===== src/rtl/mips_alu_pkg.sv =====
// Shared constants for the EX-stage ALU: datapath width and the ALU_Control encodings
// that the control unit drives.
package mips_alu_pkg;

  localparam int ALU_WIDTH = 32;

  localparam logic [3:0] ALU_AND   = 4'b0000;
  localparam logic [3:0] ALU_OR    = 4'b0001;
  localparam logic [3:0] ALU_ADD   = 4'b0010;
  localparam logic [3:0] ALU_ADDU  = 4'b0011;
  localparam logic [3:0] ALU_XOR   = 4'b0100;
  localparam logic [3:0] ALU_NOR   = 4'b0101;
  localparam logic [3:0] ALU_SUB   = 4'b0110;
  localparam logic [3:0] ALU_SLT   = 4'b0111;
  localparam logic [3:0] ALU_SLTU  = 4'b1000;
  localparam logic [3:0] ALU_SLL   = 4'b1001;
  localparam logic [3:0] ALU_SRL   = 4'b1010;
  localparam logic [3:0] ALU_SRA   = 4'b1011;
  localparam logic [3:0] ALU_MULT  = 4'b1100;
  localparam logic [3:0] ALU_MULTU = 4'b1101;
  localparam logic [3:0] ALU_LUI   = 4'b1110;
  localparam logic [3:0] ALU_SUBU  = 4'b1111;

endpackage


===== src/rtl/mips_alu_mul.sv =====
// Combinational 32x32 -> 64 multiplier; is_signed selects MULT versus MULTU semantics.
module mips_alu_mul (
  input  logic [31:0] a,
  input  logic [31:0] b,
  input  logic        is_signed,
  output logic [63:0] product
);

  logic [63:0] a_wide;
  logic [63:0] b_wide;

  // The low 64 bits of a product of extended operands are exact for both signednesses.
  assign a_wide  = {{32{a[31] & is_signed}}, a};
  assign b_wide  = {{32{b[31] & is_signed}}, b};
  assign product = a_wide * b_wide;

endmodule


===== src/rtl/mips_alu.sv =====
// Registered 32-bit MIPS ALU with flags and HI/LO; the multiplier is built only when
// MIPS_ALU_MULT_EN is defined, otherwise MULT/MULTU yield zero and HI/LO stay cleared.
module mips_alu
  import mips_alu_pkg::*;
#(
  parameter int WIDTH = ALU_WIDTH
) (
  input  logic             clk,
  input  logic             reset,
  input  logic             en,
  input  logic [WIDTH-1:0] A,
  input  logic [WIDTH-1:0] B,
  input  logic [3:0]       ALU_Control,
  output logic [WIDTH-1:0] ALU_Result,
  output logic [WIDTH-1:0] Hi,
  output logic [WIDTH-1:0] Lo,
  output logic             Zero,
  output logic             Overflow,
  output logic             Signed,
  output logic             valid
);

  logic [WIDTH-1:0] sum;
  logic [WIDTH-1:0] diff;
  logic [4:0]       shamt;
  logic [WIDTH-1:0] result_next;
  logic             ovf_next;
  logic             hilo_we;

  assign sum   = A + B;
  assign diff  = A - B;
  assign shamt = A[4:0];

`ifdef MIPS_ALU_MULT_EN
  logic [63:0] product;

  mips_alu_mul u_mul (
    .a         (A),
    .b         (B),
    .is_signed (ALU_Control == ALU_MULT),
    .product   (product)
  );
`endif

  always_comb begin
    result_next = '0;
    ovf_next    = 1'b0;
    hilo_we     = 1'b0;
    case (ALU_Control)
      ALU_AND:  result_next = A & B;
      ALU_OR:   result_next = A | B;
      ALU_ADD: begin
        result_next = sum;
        ovf_next    = (A[WIDTH-1] == B[WIDTH-1]) && (sum[WIDTH-1] != A[WIDTH-1]);
      end
      ALU_ADDU: result_next = sum;
      ALU_XOR:  result_next = A ^ B;
      ALU_NOR:  result_next = ~(A | B);
      ALU_SUB: begin
        result_next = diff;
        ovf_next    = (A[WIDTH-1] != B[WIDTH-1]) && (diff[WIDTH-1] != A[WIDTH-1]);
      end
      ALU_SLT:  result_next = {{(WIDTH-1){1'b0}}, ($signed(A) < $signed(B))};
      ALU_SLTU: result_next = {{(WIDTH-1){1'b0}}, (A < B)};
      ALU_SLL:  result_next = B << shamt;
      ALU_SRL:  result_next = B >> shamt;
      ALU_SRA:  result_next = $signed(B) >>> shamt;
      ALU_MULT, ALU_MULTU: begin
`ifdef MIPS_ALU_MULT_EN
        result_next = product[31:0];
        hilo_we     = 1'b1;
`else
        result_next = '0;
        hilo_we     = 1'b0;
`endif
      end
      ALU_LUI:  result_next = {B[15:0], 16'h0000};
      ALU_SUBU: result_next = diff;
      default:  result_next = '0;
    endcase
  end

  // Zero/Signed come from the value being written so they always match ALU_Result.
  always_ff @(posedge clk) begin
    if (reset) begin
      ALU_Result <= '0;
      Zero       <= 1'b1;
      Overflow   <= 1'b0;
      Signed     <= 1'b0;
      valid      <= 1'b0;
    end else begin
      valid <= en;
      if (en) begin
        ALU_Result <= result_next;
        Zero       <= (result_next == '0);
        Overflow   <= ovf_next;
        Signed     <= result_next[WIDTH-1];
      end
    end
  end

`ifdef MIPS_ALU_MULT_EN
  always_ff @(posedge clk) begin
    if (reset) begin
      Hi <= '0;
      Lo <= '0;
    end else if (en && hilo_we) begin
      Hi <= product[63:32];
      Lo <= product[31:0];
    end
  end
`else
  assign Hi = '0;
  assign Lo = '0;
`endif

endmodule


===== config.mk =====
export PLATFORM = sky130hd
export DESIGN_NAME = mips_alu
export DESIGN_NICKNAME = d
export VERILOG_FILES = /design/src/rtl/mips_alu_pkg.sv /design/src/rtl/mips_alu_mul.sv /design/src/rtl/mips_alu.sv
export SDC_FILE = /design/constraint.sdc
export NUM_CORES = 1
export LEC_CHECK = 0
export CAP_MARGIN = 30
export CELL_PAD_IN_SITES_DETAIL_PLACEMENT = 2
export CELL_PAD_IN_SITES_GLOBAL_PLACEMENT = 2
export CORE_ASPECT_RATIO = 1.25
export CORE_MARGIN = 10
export CORE_UTILIZATION = 36
export CTS_CLUSTER_DIAMETER = 120
export DETAILED_ROUTE_END_ITERATION = 10
export GPL_TIMING_DRIVEN = 1
export PLACE_DENSITY = 0.95
export SYNTH_ARGS = -nofsm -noshare
export SYNTH_HDL_FRONTEND = slang
export SYNTH_SLANG_ARGS = --single-unit

===== constraint.sdc =====
create_clock -name clk -period 8.3 [get_ports clk]
set_input_delay 1.245 -clock clk [delete_from_list [all_inputs] [get_ports clk]]
set_output_delay 1.245 -clock clk [all_outputs]
set_load 0.01 [all_outputs]

==> flow_summary.json, run 1 <==
{
  "met1_usage_pct": 40.26,
  "final_util_pct": 39.68,
  "cts_resized": 0,
  "synth_cells": 1772,
  "worstMarginPinSlew_ps": 1106,
  "ir_drop_mv": 0.1372,
  "avgSynthCellArea_sq_um": 7.262,
  "skew_ps": 0,
  "path_clk_slew_ps": 60,
  "io_pins": 171,
  "finalHoldViolCount": 0,
  "clock-sinks": 35,
  "yosysTopAreaCellShare_pct": 9.917,
  "crit_path_max_fanout": 37,
  "slowest_stage": "inv_1",
  "timing.final.ws_setup_ps": 1760,
  "worstPathCellList": "buf_4 -> inv_1 -> ha_1 -> inv_1 -> fa_1 -> nand2b_4 -> a2111oi_4 -> o311ai_2 -> a22o_1 -> o211ai_1 -> nor3b_1 -> nor2_1 -> o311ai_0 -> o21ai_0 -> a211oi_1 -> nand4_1 -> o31ai_2",
  "wl_per_cell_um": 35.01,
  "tns_ps": 0,
  "ys_types": 106,
  "drive_gt1_share_pct": 10.70,
  "core_sq_um": 35360,
  "antenna_found_initial": 2,
  "synth-main-ff-cell": "dfxtp_1",
  "rrSetupSlack_ps": 7440,
  "gr-usage-met2_pct": 56.67,
  "power.leakage_nw": 5.665,
  "ant_nets": 0,
  "area.growth.synth_to_final_pct": 9.033,
  "drc": 0,
  "relSlewSlack_pct": 24.35,
  "die_w_um": 189.1,
  "p_switching_mw": 0.7573,
  "yosys-top-cells-area": "ha_1 (9.9%), mux4_2 (9.3%), mux2i_1 (6.5%)",
  "end_kind": "flip-flop",
  "synth_warnings": 0,
  "setup_violations": 0,
  "cp.required_ps": 8510,
  "min_period_ps": 6540,
  "place_congestion": 1.104,
  "vias": 15999,
  "arrival_ps": 6750,
  "cts_setup_buffers": 0,
  "power.share.clock_pct": 13.5,
  "max_freq_ghz": 0.1529,
  "maxSlewViolCount": 0,
  "die_h_um": 231.4,
  "cts_buffers": 5,
  "io_buffer_count": 106,
  "cp_slowest_stage_delay_ps": 560,
  "path_delay_family": "compound AO/OA/AOI/OAI gates",
  "crit_top_cell": "inv_1",
  "place_area_sq_um": 13880,
  "criticalPathCategory": "input port to flip-flop",
  "initial_core_util_pct": 36.40,
  "grt_pass1_vias": 16810,
  "rsz0062_at_grt": "false",
  "yosysTopAreaCell": "ha_1",
  "grt_util_all_layers_pct": 34.22,
  "h-tree-depth": 2,
  "synth_edf_count": 0,
  "cts_root_buf": "clkbuf_16",
  "insertion_delay_ps": 300,
  "internal_power_mw": 0.6410,
  "met3_usage_pct": 5.859,
  "drv_cap": 0,
  "p_comb_share_pct": 72.8,
  "yosysMostFrequentCell": "nor2_1",
  "async_flop_share_pct": 0,
  "period_share_pct": 78.80,
  "finalInstanceArea_sq_um": 14030,
  "p_sw_share_pct": 54.16,
  "dieArea_sq_um": 43760,
  "pwr_density_cell_nw_per_um2": 99.66,
  "dp_worst_setup_slack_ps": 1655,
  "synth-seq-cells": 35,
  "finalNetCount": 1941,
  "synth-seq-area-share_pct": 5.445,
  "postCtsHoldBufs": 0,
  "p_seq_share_pct": 13.8,
  "startpoint_type": "input port",
  "crit_buf_inv": 3,
  "cts_tree": "yes",
  "clockBufferDepth": 2,
  "grt_max_degree": 65,
  "syn-cell-area_sq_um": 12870,
  "wirelength_mm": 78.50,
  "synthTopCellsByCount": "nor2_1 (154), nand2_1 (150), a21oi_1 (136)",
  "overflow": 0,
  "rows": 77,
  "firstDrtPassIters": 7,
  "busiest_layer": "met2",
  "routed_via_density": 7.136,
  "place_hpwl_mm": 59.65,
  "drt_iter0_drc": 2291,
  "hold_path.class": "flip-flop to flip-flop",
  "grt_pass1_wl_mm": 114.9,
  "run_status": "finished clean"
}
layout by cell type (no fill, tap or decap), types with 9 or more instances in the layout:
master	netlist	routed
a211oi_1	34	34
a21o_1	21	21
a21oi_1	136	136
a221oi_1	11	11
a22oi_1	18	18
a31oi_1	28	28
and3_1	9	9
buf_4	72	52
clkdlybuf4s50_1	0	99
conb_1	1	64
dfxtp_1	35	35
ha_1	102	102
inv_1	94	94
mux2_2	24	24
mux2i_1	84	84
mux4_2	53	53
nand2_1	150	150
nand2b_1	14	14
nand3_1	40	40
nand4_1	16	16
nor2_1	154	153
nor2b_1	23	23
nor3_1	43	43
nor4_1	17	17
o211ai_1	34	34
o21a_1	15	15
o21ai_0	100	100
o21bai_1	10	10
o221ai_1	10	10
o22ai_1	19	19
o311ai_0	10	10
o31ai_1	11	11
o32ai_1	11	11
xnor2_1	14	14
final cells by class:
| cell class | instances | area, sq um |
|---|---|---|
| Sequential cell | 35 | 700.7 |
| Fill cell | 4247 | 21330 |
| Clock inverter | 1 | 5.005 |
| Tap cell | 474 | 593.1 |
| Inverter | 98 | 367.9 |
| Timing Repair Buffer | 159 | 1420 |
| Antenna cell | 1 | 2.502 |
| Multi-Input combinational cell | 1467 | 10810 |
| Clock buffer | 7 | 132.6 |
through the flow:
stage          instances  total power [mW]  hold slack (ps)
3_3_place_gp        2229             1.122            457.5
2_1_floorplan       1835            0.8132            485.8
5_1_grt             2242             1.453            501.6
6_report            2242             1.398            482.6
4_1_cts             2239             1.362            488.9
3_5_place_dp        2231             1.160            470.4
state kept, by name, summed over array words and instances (netlist names):
signal and cells:
ALU_Result 32, valid 1, Overflow 1, Zero 1
worst register-to-register path, stage by stage, from the launching register on:
cell,delay [ps]
dfxtp_1,370
nand2_1,80
o21ai_0,110
nor2b_1,220
kinds of logic (layout without fill, tap and decap cells):
logic type | Yosys count | in the layout | share of synthesized area, %
AO/OA/AOI/OAI | 583 | 583 | 31.37
other | 1 | 65 | 0.02914
adder cells (fa/ha/maj) | 104 | 104 | 10.23
AND/OR/NAND/NOR | 532 | 532 | 20.05
buffers and inverters | 333 | 265 | 12.50
flip-flops | 35 | 35 | 5.445
XOR/XNOR | 15 | 15 | 1.021
multiplexers | 169 | 169 | 19.36
final timing paths:
path | end | cells after the start | startpoint
max | Zero$_SDFFE_PP1P_ | 17 | A[0]
min | ALU_Result[24]$_SDFFE_PP0P_ | 2 | ALU_Result[24]$_SDFFE_PP0P_
max reg2reg | ALU_Result[10]$_SDFFE_PP0P_ | 3 | ALU_Result[10]$_SDFFE_PP0P_
min reg2reg | ALU_Result[24]$_SDFFE_PP0P_ | 2 | ALU_Result[24]$_SDFFE_PP0P_
power groups by stage:
stage	registers, mW	logic [mW]	clock network, mW
3_3_place_gp	0.194	0.928	0
3_5_place_dp	0.196	0.964	0
6_report	0.192	1.02	0.188
5_1_grt	0.194	1.06	0.199
2_1_floorplan	0.200	0.613	0
4_1_cts	0.193	0.975	0.194
layer usage:
metal,part of all wire [%],vias to the layer above
met5,0.011,-
met4,7.4,2
met3,8.7,350
met2,46,1115
met1,38,8038
li1,-,6494
Note: power is estimated with default switching activity, not from simulation.
==> run 2, diff against run 1 <==
--- a/config.mk
+++ b/config.mk
@@ -10,11 +10,11 @@
 export CELL_PAD_IN_SITES_GLOBAL_PLACEMENT = 2
 export CORE_ASPECT_RATIO = 1.25
 export CORE_MARGIN = 10
-export CORE_UTILIZATION = 36
+export CORE_UTILIZATION = 33
 export CTS_CLUSTER_DIAMETER = 120
 export DETAILED_ROUTE_END_ITERATION = 10
 export GPL_TIMING_DRIVEN = 1
-export PLACE_DENSITY = 0.95
+export PLACE_DENSITY = 0.91
 export SYNTH_ARGS = -nofsm -noshare
 export SYNTH_HDL_FRONTEND = slang
 export SYNTH_SLANG_ARGS = --single-unit
==> constraint.sdc (replaced) <==
create_clock -name clk -period 6.5 [get_ports clk]
set_input_delay 0.975 -clock clk [delete_from_list [all_inputs] [get_ports clk]]
set_output_delay 0.975 -clock clk [all_outputs]
set_load 0.01 [all_outputs]
==> flow_summary.json, run 2 (synthesized netlist as in run 1, its figures left out) <==
{
  "rsz0062_at_grt": "false",
  "wl_per_cell_um": 33.88,
  "worstMarginPinSlew_ps": 1103,
  "area.growth.synth_to_final_pct": 12.43,
  "path_clk_slew_ps": 60,
  "wirelength_mm": 78.16,
  "grt_pass1_wl_mm": 114.7,
  "end_kind": "flip-flop",
  "num_antenna_cells": 0,
  "die_w_um": 196.6,
  "max_freq_ghz": 0.1616,
  "cts_resized": 0,
  "routed_via_density": 6.825,
  "grt_max_degree": 65,
  "firstDrtPassIters": 6,
  "ir_drop_mv": 0.2154,
  "hold_path.class": "flip-flop to flip-flop",
  "ant_nets": 0,
  "drc": 0,
  "min_period_ps": 6189,
  "worstPathCellList": "clkdlybuf4s50_1 -> ha_1 -> inv_1 -> fa_1 -> nand2b_4 -> a2111oi_4 -> o311ai_2 -> a22o_1 -> o211ai_1 -> nor3b_1 -> nor2_1 -> o311ai_0 -> o21ai_0 -> a211oi_1 -> nand4_1 -> o31ai_2",
  "nFillCells": 4515,
  "finalPower_mw": 1.814,
  "cp.required_ps": 6710,
  "cts_root_buf": "clkbuf_16",
  "finalNetCount": 1990,
  "slowest_stage": "clkdlybuf4s50_1",
  "run_status": "finished clean",
  "dieArea_sq_um": 47340,
  "crit_path_max_fanout": 8,
  "postCtsHoldBufs": 0,
  "place_congestion": 1.063,
  "insertion_delay_ps": 290,
  "final_cell_mix": "nor2_1 (153), nand2_1 (150), a21oi_1 (136)",
  "largest_reg_flops": 32,
  "relSlewSlack_pct": 24.58,
  "tns_ps": 0,
  "power.leakage_nw": 5.918,
  "period_share_pct": 95.21,
  "multi_input_area_sq_um": 10810,
  "antenna_found_initial": 1,
  "clock-sinks": 35,
  "drv_cap": 0,
  "drive_gt1_share_pct": 13.17,
  "initial_core_util_pct": 33.57,
  "io_pins": 171,
  "io_buffer_count": 106,
  "core_sq_um": 38340,
  "grt_util_all_layers_pct": 31.81,
  "cts_tree": "yes",
  "startpoint_type": "input port",
  "setup_violations": 0,
  "cts_buffers": 5,
  "h-tree-depth": 2,
  "clockBufferDepth": 2,
  "vias": 15746,
  "rows": 80,
  "hold_slack_ps": 478.7,
  "cp_slowest_stage_delay_ps": 620,
  "place_hpwl_mm": 62.21,
  "grt_pass1_vias": 16872,
  "overflow": 0,
  "drt_iter0_drc": 1911,
  "cts_setup_buffers": 0,
  "criticalPathCategory": "input port to flip-flop",
  "max_flop_register": "ALU_Result",
  "finalHoldViolCount": 0,
  "skew_ps": 0,
  "layout_commonest_cell": "nor2_1",
  "arrival_ps": 6400,
  "pwr_density_cell_nw_per_um2": 125.4,
  "die_h_um": 240.8,
  "maxSlewViolCount": 0,
  "regArea_sq_um": 700.7
}
-- run 2: path summary, 6_finish.rpt --
kind / startpoint / endpoint / slack (ps) / cells after the start
worst max-delay path: B[0] / Zero$_SDFFE_PP1P_ / 310 / 16
worst min-delay path: ALU_Result[24]$_SDFFE_PP0P_ / ALU_Result[24]$_SDFFE_PP0P_ / 480 / 2
worst max register to register: ALU_Result[10]$_SDFFE_PP0P_ / ALU_Result[10]$_SDFFE_PP0P_ / 5670 / 3
worst min register to register: ALU_Result[24]$_SDFFE_PP0P_ / ALU_Result[24]$_SDFFE_PP0P_ / 480 / 2
-- run 2: per-layer routing --
layer / vias to the layer above / track usage (%) / part of all wire, %
li1: 6578 / - / -
met1: 7879 / 36.74 / 37
met2: 975 / 52.84 / 47
met3: 312 / 6.122 / 8.8
met4: 2 / 20.83 / 7.5
met5: - / 0 / 0.014
-- run 2: critical path: cells and delay by family --
kind            cells  cell delay [ps]
fa+ha+maj           2              670
buf+inv             2              810
compound gates      8             3080
simple gates        4              850
-- run 2: area by class of cell --
type | instances | area share (%)
timing repair buffer | 208 | 12.65
multi-input combinational | 1467 | 74.71
clock buffer | 6 | 0.9600
clock inverter | 1 | 0.03459
inverter | 98 | 2.543
tap | 492 | 4.255
sequential | 35 | 4.843
-- run 2: power by group --
part	internal (mW)	switching [mW]	leakage, nW
logic	0.470	0.857	5.56
registers	0.234	0.0109	0.288
clock network	0.150	0.0937	0.0727
total	0.853	0.961	5.92
-- run 2: per-stage QoR --
stage / util, % / instances / instance area, sq um / worst slack [ps]
2_1_floorplan: - / 1835 / 13110 / 1048
3_3_place_gp: 37.34 / 2298 / 14320 / 372.4
3_5_place_dp: 37.36 / 2300 / 14320 / 146.5
4_1_cts: 37.74 / 2307 / 14470 / 440.8
5_1_grt: 37.74 / 2307 / 14470 / 244.8
6_report: 37.74 / 2307 / 14470 / 311.4
